**config.mk**
```make
export PLATFORM = sky130hd
export DESIGN_NAME = telemetry_rx
export DESIGN_NICKNAME = d
export VERILOG_FILES = /design/src/rtl/telemetry_rx.sv
export SDC_FILE = /design/constraint.sdc
export NUM_CORES = 1
export LEC_CHECK = 0
export ABC_AREA = 1
export ABC_CLOCK_PERIOD_IN_PS = 3850
export BUFFER_PORTS_ARGS = -buffer_cell sky130_fd_sc_hd__buf_2
export CAP_MARGIN = 20
export CORE_MARGIN = 1
export CORE_UTILIZATION = 60
export DETAILED_ROUTE_END_ITERATION = 10
export PLACE_DENSITY = 0.83
export SETUP_SLACK_MARGIN = 0.5
export SYNTH_ARGS = -nofsm -noshare
export SYNTH_HDL_FRONTEND = slang
export SYNTH_SLANG_ARGS = --single-unit
```
**constraint.sdc**
```tcl
create_clock -name clk -period 3.85 [get_ports clk]
set_input_delay 0.1925 -clock clk [delete_from_list [all_inputs] [get_ports clk]]
set_output_delay 0.1925 -clock clk [all_outputs]
set_load 0.01 [all_outputs]
```
**src/rtl/telemetry_rx.sv**
```systemverilog
// 8N1 UART receiver with telemetry packet parser (AA 55 BH BL CH CL TH TL).
// Publishes three 12-bit values on pkt_rdy and flags framing, nibble and timeout faults on pkt_err.
module telemetry_rx #(
  parameter int BAUD_DIV     = 2604,
  parameter int TIMEOUT_BITS = 20
) (
  input  logic        clk,
  input  logic        rst_n,
  input  logic        RX,
  output logic [11:0] batt_v,
  output logic [11:0] avg_curr,
  output logic [11:0] avg_torque,
  output logic        pkt_rdy,
  output logic        pkt_err,
  output logic [4:0]  dbg_state_o
);

  localparam int CW       = $clog2(BAUD_DIV);
  localparam int TO_LIMIT = TIMEOUT_BITS * BAUD_DIV;
  localparam int TW       = $clog2(TO_LIMIT);
  localparam logic [CW-1:0] BIT_LAST  = CW'(BAUD_DIV - 1);
  localparam logic [CW-1:0] HALF_LAST = CW'(BAUD_DIV / 2 - 1);
  localparam logic [TW-1:0] TO_LAST   = TW'(TO_LIMIT - 1);

  typedef enum logic [1:0] {U_IDLE, U_START, U_DATA, U_STOP} uart_state_e;
  typedef enum logic [2:0] {P_HDR1, P_HDR2, P_BH, P_BL, P_CH, P_CL, P_TH, P_TL} pkt_state_e;

  logic          rx_meta_q, rx_sync_q, rx_prev_q;
  uart_state_e   uart_q, uart_d;
  pkt_state_e    pkt_q, pkt_d;
  logic [CW-1:0] cnt_q, cnt_d;
  logic [2:0]    bit_q, bit_d;
  logic [7:0]    sr_q, sr_d;
  logic          byte_rdy_q, byte_ok, frame_err, to_fire;
  logic [TW-1:0] to_cnt_q, to_cnt_d;
  logic [11:0]   sh_b_q, sh_b_d, sh_c_q, sh_c_d, sh_t_q, sh_t_d;
  logic [11:0]   batt_q, curr_q, torq_q;
  logic          rdy_d, err_d, rdy_q, err_q;
  logic          start_edge, mid;

  assign start_edge  = rx_prev_q & ~rx_sync_q;
  assign mid         = (cnt_q == '0);
  assign batt_v      = batt_q;
  assign avg_curr    = curr_q;
  assign avg_torque  = torq_q;
  assign pkt_rdy     = rdy_q;
  assign pkt_err     = err_q;
  assign dbg_state_o = {uart_q, pkt_q};

  // UART: counter reloads at each sample point, first sample lands mid start bit.
  always_comb begin
    uart_d    = uart_q;
    cnt_d     = cnt_q;
    bit_d     = bit_q;
    sr_d      = sr_q;
    byte_ok   = 1'b0;
    frame_err = 1'b0;
    case (uart_q)
      U_IDLE: begin
        if (start_edge) begin
          uart_d = U_START;
          cnt_d  = HALF_LAST;
        end
      end
      U_START: begin
        if (!mid) cnt_d = cnt_q - CW'(1);
        else if (rx_sync_q) uart_d = U_IDLE;
        else begin
          uart_d = U_DATA;
          cnt_d  = BIT_LAST;
          bit_d  = 3'd0;
        end
      end
      U_DATA: begin
        if (!mid) cnt_d = cnt_q - CW'(1);
        else begin
          sr_d  = {rx_sync_q, sr_q[7:1]};
          cnt_d = BIT_LAST;
          bit_d = bit_q + 3'd1;
          if (bit_q == 3'd7) uart_d = U_STOP;
        end
      end
      U_STOP: begin
        if (!mid) cnt_d = cnt_q - CW'(1);
        else begin
          uart_d    = U_IDLE;
          byte_ok   = rx_sync_q;
          frame_err = ~rx_sync_q;
        end
      end
      default: uart_d = U_IDLE;
    endcase
  end

  // Inter-byte timeout only runs while a packet is open and the line is between bytes.
  always_comb begin
    to_cnt_d = to_cnt_q;
    to_fire  = 1'b0;
    if (pkt_q == P_HDR1 || byte_rdy_q) to_cnt_d = '0;
    else if (uart_q == U_IDLE) begin
      if (to_cnt_q == TO_LAST) begin
        to_fire  = 1'b1;
        to_cnt_d = '0;
      end else begin
        to_cnt_d = to_cnt_q + TW'(1);
      end
    end
  end

  always_comb begin
    pkt_d  = pkt_q;
    sh_b_d = sh_b_q;
    sh_c_d = sh_c_q;
    sh_t_d = sh_t_q;
    rdy_d  = 1'b0;
    err_d  = 1'b0;
    if (frame_err || to_fire) begin
      err_d = 1'b1;
      pkt_d = P_HDR1;
    end else if (byte_rdy_q) begin
      case (pkt_q)
        P_HDR1: if (sr_q == 8'hAA) pkt_d = P_HDR2;
        P_HDR2: begin
          if (sr_q == 8'h55)      pkt_d = P_BH;
          else if (sr_q != 8'hAA) pkt_d = P_HDR1;
        end
        P_BH, P_CH, P_TH: begin
          if (sr_q[7:4] != 4'd0) begin
            err_d = 1'b1;
            pkt_d = P_HDR1;
          end else begin
            if (pkt_q == P_BH) sh_b_d[11:8] = sr_q[3:0];
            if (pkt_q == P_CH) sh_c_d[11:8] = sr_q[3:0];
            if (pkt_q == P_TH) sh_t_d[11:8] = sr_q[3:0];
            pkt_d = pkt_state_e'(pkt_q + 3'd1);
          end
        end
        P_BL: begin sh_b_d[7:0] = sr_q; pkt_d = P_CH; end
        P_CL: begin sh_c_d[7:0] = sr_q; pkt_d = P_TH; end
        P_TL: begin
          sh_t_d[7:0] = sr_q;
          rdy_d       = 1'b1;
          pkt_d       = P_HDR1;
        end
        default: pkt_d = P_HDR1;
      endcase
    end
  end

  always_ff @(posedge clk or negedge rst_n) begin
    if (!rst_n) begin
      rx_meta_q  <= 1'b1;
      rx_sync_q  <= 1'b1;
      rx_prev_q  <= 1'b1;
      uart_q     <= U_IDLE;
      pkt_q      <= P_HDR1;
      cnt_q      <= '0;
      bit_q      <= 3'd0;
      sr_q       <= 8'd0;
      byte_rdy_q <= 1'b0;
      to_cnt_q   <= '0;
      sh_b_q     <= 12'd0;
      sh_c_q     <= 12'd0;
      sh_t_q     <= 12'd0;
      batt_q     <= 12'd0;
      curr_q     <= 12'd0;
      torq_q     <= 12'd0;
      rdy_q      <= 1'b0;
      err_q      <= 1'b0;
    end else begin
      rx_meta_q  <= RX;
      rx_sync_q  <= rx_meta_q;
      rx_prev_q  <= rx_sync_q;
      uart_q     <= uart_d;
      pkt_q      <= pkt_d;
      cnt_q      <= cnt_d;
      bit_q      <= bit_d;
      sr_q       <= sr_d;
      byte_rdy_q <= byte_ok;
      to_cnt_q   <= to_cnt_d;
      sh_b_q     <= sh_b_d;
      sh_c_q     <= sh_c_d;
      sh_t_q     <= sh_t_d;
      rdy_q      <= rdy_d;
      err_q      <= err_d;
      if (rdy_d) begin
        batt_q <= sh_b_d;
        curr_q <= sh_c_d;
        torq_q <= sh_t_d;
      end
    end
  end

endmodule

```
Word level (Yosys, flattened, before mapping). Cells that the tools add are included. W data, S select, Z words.

Register bits: 122.

Add/subtract/negate cells: 4. Eq/ne operators: 25. Mux-type cells: 59. Bitwise logic cells: 2. Reduce and logical (&&, ||, !) cells: 15.

Operators by type and width (count): $mux W12 (11); $mux W16 (3); $pmux W12 S4 (1); $mux W4 (9); $mux W3 (9); $mux W8 (3); $pmux W3 S6 (1); $add A16 B1 Y16 const B (1); $eq A16 B16 Y1 const B (1); $eq A3 B3 Y1 const B (5); $mux W1 (14); $ne A2 B2 Y1 const B (7); $logic_not A12 Y1 (1); $mux W2 (6); $sub A12 B1 Y12 const B (1); $eq A8 B7 Y1 const B (1); $eq A8 B8 Y1 const B (1); $ne A8 B8 Y1 const B (1); $pmux W2 S4 (1); $add A3 B1 Y3 const B (2); $eq A3 B2 Y1 const B (2); $pmux W3 S2 (1); $reduce_and A3 Y1 (2); $reduce_bool A2 Y1 (3); other kinds (16) (18).

Depth between registers and ports, before layout.
Depth in word-level cells: 7. Mapped depth: 14.

Least setup slack after synthesis. OpenSTA, ideal clock, no wires.

Path kind: flip-flop to flip-flop. Start point: register pkt_q[2]. End point: register batt_q[5] (netlist: batt_v[5]). Data arrival time: 1888 ps. Slack: 1846 ps. Cell stages (with the launch flop): 14. Buffers on the path: 4. Clock period less this slack: 2004 ps. Path through: dfrtp_1 > buf_2 > buf_2 > inv_1 > ha_1 > clkbuf_1 > clkbuf_1 > o21ai_0 > nand2_1 > o21ai_0 > nand3_1 > nand2_1 > nand2_1 > nand2_1.

Word-level cells in the longest chain between the ends: 5. Elaborated cells on any way between the ends: 12. Those cells by class: eq/ne (2); mux (7); reduce/logical (3).

Ends and longest elaborated chain: from (decl) (RTL line 30) `pkt_state_e pkt_q, pkt_d;`; from (signal assigned) (RTL line 175) `pkt_q <= pkt_d;`; $logic_not A3 Y1 (RTL line 99) `if (pkt_q == P_HDR1 || byte_rdy_q) to_cnt_d = '0;`; $logic_or A1 B1 Y1 (RTL line 99); $mux W1 (RTL line 99); $logic_or A1 B1 Y1 (RTL line 117) `if (frame_err || to_fire) begin`; $mux W12 * (RTL line 117); net sh_b_d[5] (RTL line 36) `logic [11:0] sh_b_q, sh_b_d, sh_c_q, sh_c_d, sh_t_q, sh_t_d;`; to (signal assigned) (RTL line 165) `batt_q <= 12'd0;`; to (signal assigned) (RTL line 187) `batt_q <= sh_b_d;`; to (decl) (RTL line 37) `logic [11:0] batt_q, curr_q, torq_q;`.

Mark *: on every way through the listed nets, which the timed path passes. The rest lies on a longest branch. A chain may end at the register's enable or synchronous reset.

Worst setup path after layout.
Start point: register pkt_q[1]. End point: register batt_q[6] (netlist: batt_v[6]).

Word-level cells in the longest chain between the ends: 5. Elaborated cells on any way between the ends: 12. Those cells by class: eq/ne (2); mux (7); reduce/logical (3).

Ends and longest elaborated chain (RTL line): $logic_not A3 Y1 (99); $logic_or A1 B1 Y1 (99); $mux W1 (99); $logic_or A1 B1 Y1 (117); $mux W12 / $mux W1 (equally long branches) (117).

Parallel ways exist; a longest one is shown, timed or not.

==> metrics.md <==
| Metric | Value |
|---|---|
| Outcome | `complete, no violations` |
| Synth area leaders | `dfrtp_1, nand2_1, nand3_1, o21ai_0, inv_1` |
| First-pass GRT wire length | `25.5 mm` |
| Drt drc | `0` |
| Iter 0 DRT Violations | `535` |
| Final Hold Viols | `0` |
| Max Buffers Root-to-Sink | `2` |
| Setup Buffers After CTS | `0` |
| Terminus of the critical flop-to-flop path | `batt_v[6]$_DFFE_PN0P_` |
| Initial antenna violation count | `0` |
| Worst-path maximum fanout | `36` |
| Yosys warning count | `0` |
| Fin nets | `915` |
| Post-synth EDFFs | `0` |
| Setup_tns | `0 ns` |
| Final wirelength | `14.8 mm` |
| Sequential Area | `2860 um^2` |
| Die Area | `10,800 um^2` |
| Crit path capture type | `flip-flop` |
| Total GRT Usage | `29.6%` |
| Via count | `5,786` |
| Hold slack | `0.111 ns` |
| Placed insts | `1,008` |
| Critical Path RT | `4.27 ns` |
| Max incr delay on CP | `0.55 ns` |
| Syn Area/Cell | `7.26 um^2` |
| Worst R2R Setup Slack | `0.94 ns` |
| # setup viols final | `0` |
| Area share of the largest cell type after synthesis | `44.7%` |
| Upper clock frequency limit | `0.343 GHz` |
| Chip width | `104 um` |
| Chip height | `104 um` |
| RePlAce Congestion | `0.915` |
| Worst Tran Pin Value | `0.789 ns` |
| Async SR Flop Fraction | `100%` |
| Clk_skew | `0.00795 ns` |
| Final cell count without fillers | `1,043` |
| Post-Syn Area | `6210 um^2` |
| Detailed-placement wirelength estimate | `9.84 mm` |
| Clk slew on worst S/H paths | `0.06 ns` |
| Worst-Skew Late Latency | `0.53 ns` |
| Post-synthesis sequential area ratio | `46.0%` |
| FF-to-FF path depth | `11` |
| Worst path top cell family by delay | `simple AND/OR/NAND/NOR gates` |
| Row Count | `36` |
| CP cell instances | `inv_1, ha_1, inv_2, o21ai_2, inv_2, nand4_4, nand2_4, nor2_4, inv_4, nand2_1, nand2_1` |
| Final ANT Viol Nets | `0` |
| TritonRoute pass-1 iters | `8` |
| Share of cells above drive strength 1 | `11.1%` |
| Diode count | `0` |
| Startpoint types | `flip-flop` |
| Remaining Overflow, GRT | `0` |
| Wire per inst | `14.2 um` |
| Starting Density | `62.7%` |
| H-tree levels | `4` |
| Leak | `3.74 nW` |
| CP Buf/Inv Count | `4` |
| Max cap viols | `0` |
| Cell count after synthesis | `856` |
| RSZ-0062 raised after global routing | `no` |
| Worst r2r src | `pkt_q[1]$_DFFE_PN0P_` |
| Yosys top cell by area | `dfrtp_1` |
| Crit share post-route | `75.7%` |
| Io pins | `46` |
| Num CTS Buffers | `17` |
| # fillers | `793` |
| Core Box Area | `9910 um^2` |
| Rel. slew slack | `47.4%` |
| Worst Hold Class | `input port to async pin` |
| Data arrival, critical path | `3.33 ns` |
| Post-synth cell types | `37` |
| Largest net degree at the start of global routing | `47` |
| Mapped Nets | `874` |
| Area growth, synth to finish | `13.2%` |
| Worst VDD drop | `0.466 mV` |
| Setup Crit Path Kind | `flip-flop to flip-flop` |
| Multi-input gate area | `2930 um^2` |
| Min Clock Period, post-route | `2.91 ns` |
| Vias/cell | `5.55` |
| CTS Root Cell | `clkbuf_8` |
| Vias in the first global route | `5,433` |
| Pwr dens | `507 nW/um^2` |
| Register bit count reported by yosys | `114` |
| TritonCTS clock tree | `built` |
| Synth Flop Type | `dfrtp_1` |
| I/O Buffers | `45` |
| Clock sink count | `114` |
| Critical-path top delay cell | `nor2_4` |
| Max-slew violations | `0` |
-- cell type report --
cell class              count  share of cell area (%)
inverters                  70                    3.77
flip-flops and latches    114                    40.6
clock buffers              19                    6.00
multi-input cells         643                    41.7
repair buffers             51                    3.95
clock inverters            13                    1.62
well taps                 133                    2.37
-- registers in the layout (all words and copies together), names as in the netlist, 3 cells and up, named ones only --
register    count
avg_curr       12
avg_torque     12
batt_v         12
bit_q           3
cnt_q          12
pkt_q           3
sh_b_q         12
sh_c_q         12
sh_t_q          4
sr_q            8
to_cnt_q       16
-- worst max path at each step --
stage,endpoint,slack [ns],cells past startpoint,from
floorplan,batt_v[5]$_DFFE_PN0P_,1.85,13,pkt_q[2]$_DFFE_PN0P_
global placement,batt_v[9]$_DFFE_PN0P_,0.59,11,pkt_q[0]$_DFFE_PN0P_
detailed placement,avg_curr[3]$_DFFE_PN0P_,0.37,11,pkt_q[1]$_DFFE_PN0P_
CTS,batt_v[6]$_DFFE_PN0P_,0.66,11,pkt_q[1]$_DFFE_PN0P_
global route,batt_v[6]$_DFFE_PN0P_,0.75,11,pkt_q[1]$_DFFE_PN0P_
finish,batt_v[6]$_DFFE_PN0P_,0.94,11,pkt_q[1]$_DFFE_PN0P_
-- metal layers --
metal | wire length (um) | global-route usage [%]
met3 | 1070 | 6.42
met2 | 6950 | 46.3
met4 | 216 | 11.4
met1 | 6600 | 40.7
met5 | 0 | 0
-- stage by stage --
stage | setup WS, ns | area [um^2] | utilization [%] | power (mW)
after global routing | 0.750 | 7030 | 70.9 | 3.75
after CTS | 0.658 | 7030 | 70.9 | 3.55
after global placement | 0.586 | 6470 | 65.3 | 2.09
after floorplan | 1.85 | 6210 | - | 1.92
after detailed placement | 0.370 | 6470 | 65.3 | 2.13
final | 0.937 | 7030 | 70.9 | 3.57
-- worst register-to-register path, stage by stage (launching register included) --
cell	delay [ns]
dfrtp_1	0.45
inv_1	0.13
ha_1	0.32
inv_2	0.07
o21ai_2	0.15
inv_2	0.08
nand4_4	0.29
nand2_4	0.27
nor2_4	0.55
inv_4	0.28
nand2_1	0.15
nand2_1	0.07
-- cells by family (layout without fill, tap and decap cells) --
| logic type | count (synthesis) | after routing | share of synthesized area (%) |
|---|---|---|---|
| flops | 114 | 114 | 46.0 |
| fa+ha+maj | 15 | 15 | 3.02 |
| compound gates | 90 | 90 | 7.76 |
| xor+xnor | 5 | 5 | 0.705 |
| simple gates | 532 | 533 | 35.6 |
| buf+inv | 100 | 153 | 6.95 |
-- cell usage in the layout (no fill, tap or decap), types with 2 or more instances in the layout --
| cell | instances |
|---|---|
| clkinvlp_4 | 5 |
| clkbuf_16 | 16 |
| nor3_1 | 12 |
| dlygate4sd3_1 | 2 |
| xor2_1 | 5 |
| a21oi_1 | 20 |
| ha_1 | 15 |
| dfrtp_1 | 111 |
| clkinv_4 | 2 |
| inv_1 | 63 |
| nor2_2 | 5 |
| nand3_1 | 61 |
| nor2_4 | 2 |
| clkinv_2 | 4 |
| dfstp_2 | 3 |
| buf_4 | 5 |
| inv_2 | 5 |
| buf_2 | 44 |
| and2_1 | 4 |
| clkbuf_1 | 2 |
| nand2_1 | 374 |
| nand4_1 | 15 |
| nor2_1 | 56 |
| nand4_4 | 2 |
| o21ai_0 | 59 |
-- report_power, final --
group	internal [mW]	switching [mW]	total (mW)
clock	0.851	0.573	1.42
combinational	0.232	0.540	0.772
sequential	1.28	0.0918	1.37
total	2.36	1.20	3.57
-- synth_stat cells (2+ instances only) --
cell / number
a21oi_1: 20
and2_1: 4
buf_1: 4
buf_2: 8
buf_4: 4
buf_6: 4
clkbuf_1: 10
dfrtp_1: 111
dfstp_2: 3
ha_1: 15
inv_1: 63
inv_2: 5
nand2_1: 374
nand3_1: 61
nand4_1: 15
nand4_4: 2
nor2_1: 56
nor2_2: 4
nor2_4: 2
nor3_1: 12
o21ai_0: 59
xor2_1: 5
-- timing repair --
item	CTS	global route
endpoints found under the hold margin	26	0
gates resized for setup	0	1
hold buffers	2	0
endpoints found under the setup margin	36	36
gates cloned	1	0
pin swaps	1	0
(Power assumes the default switching activity.)
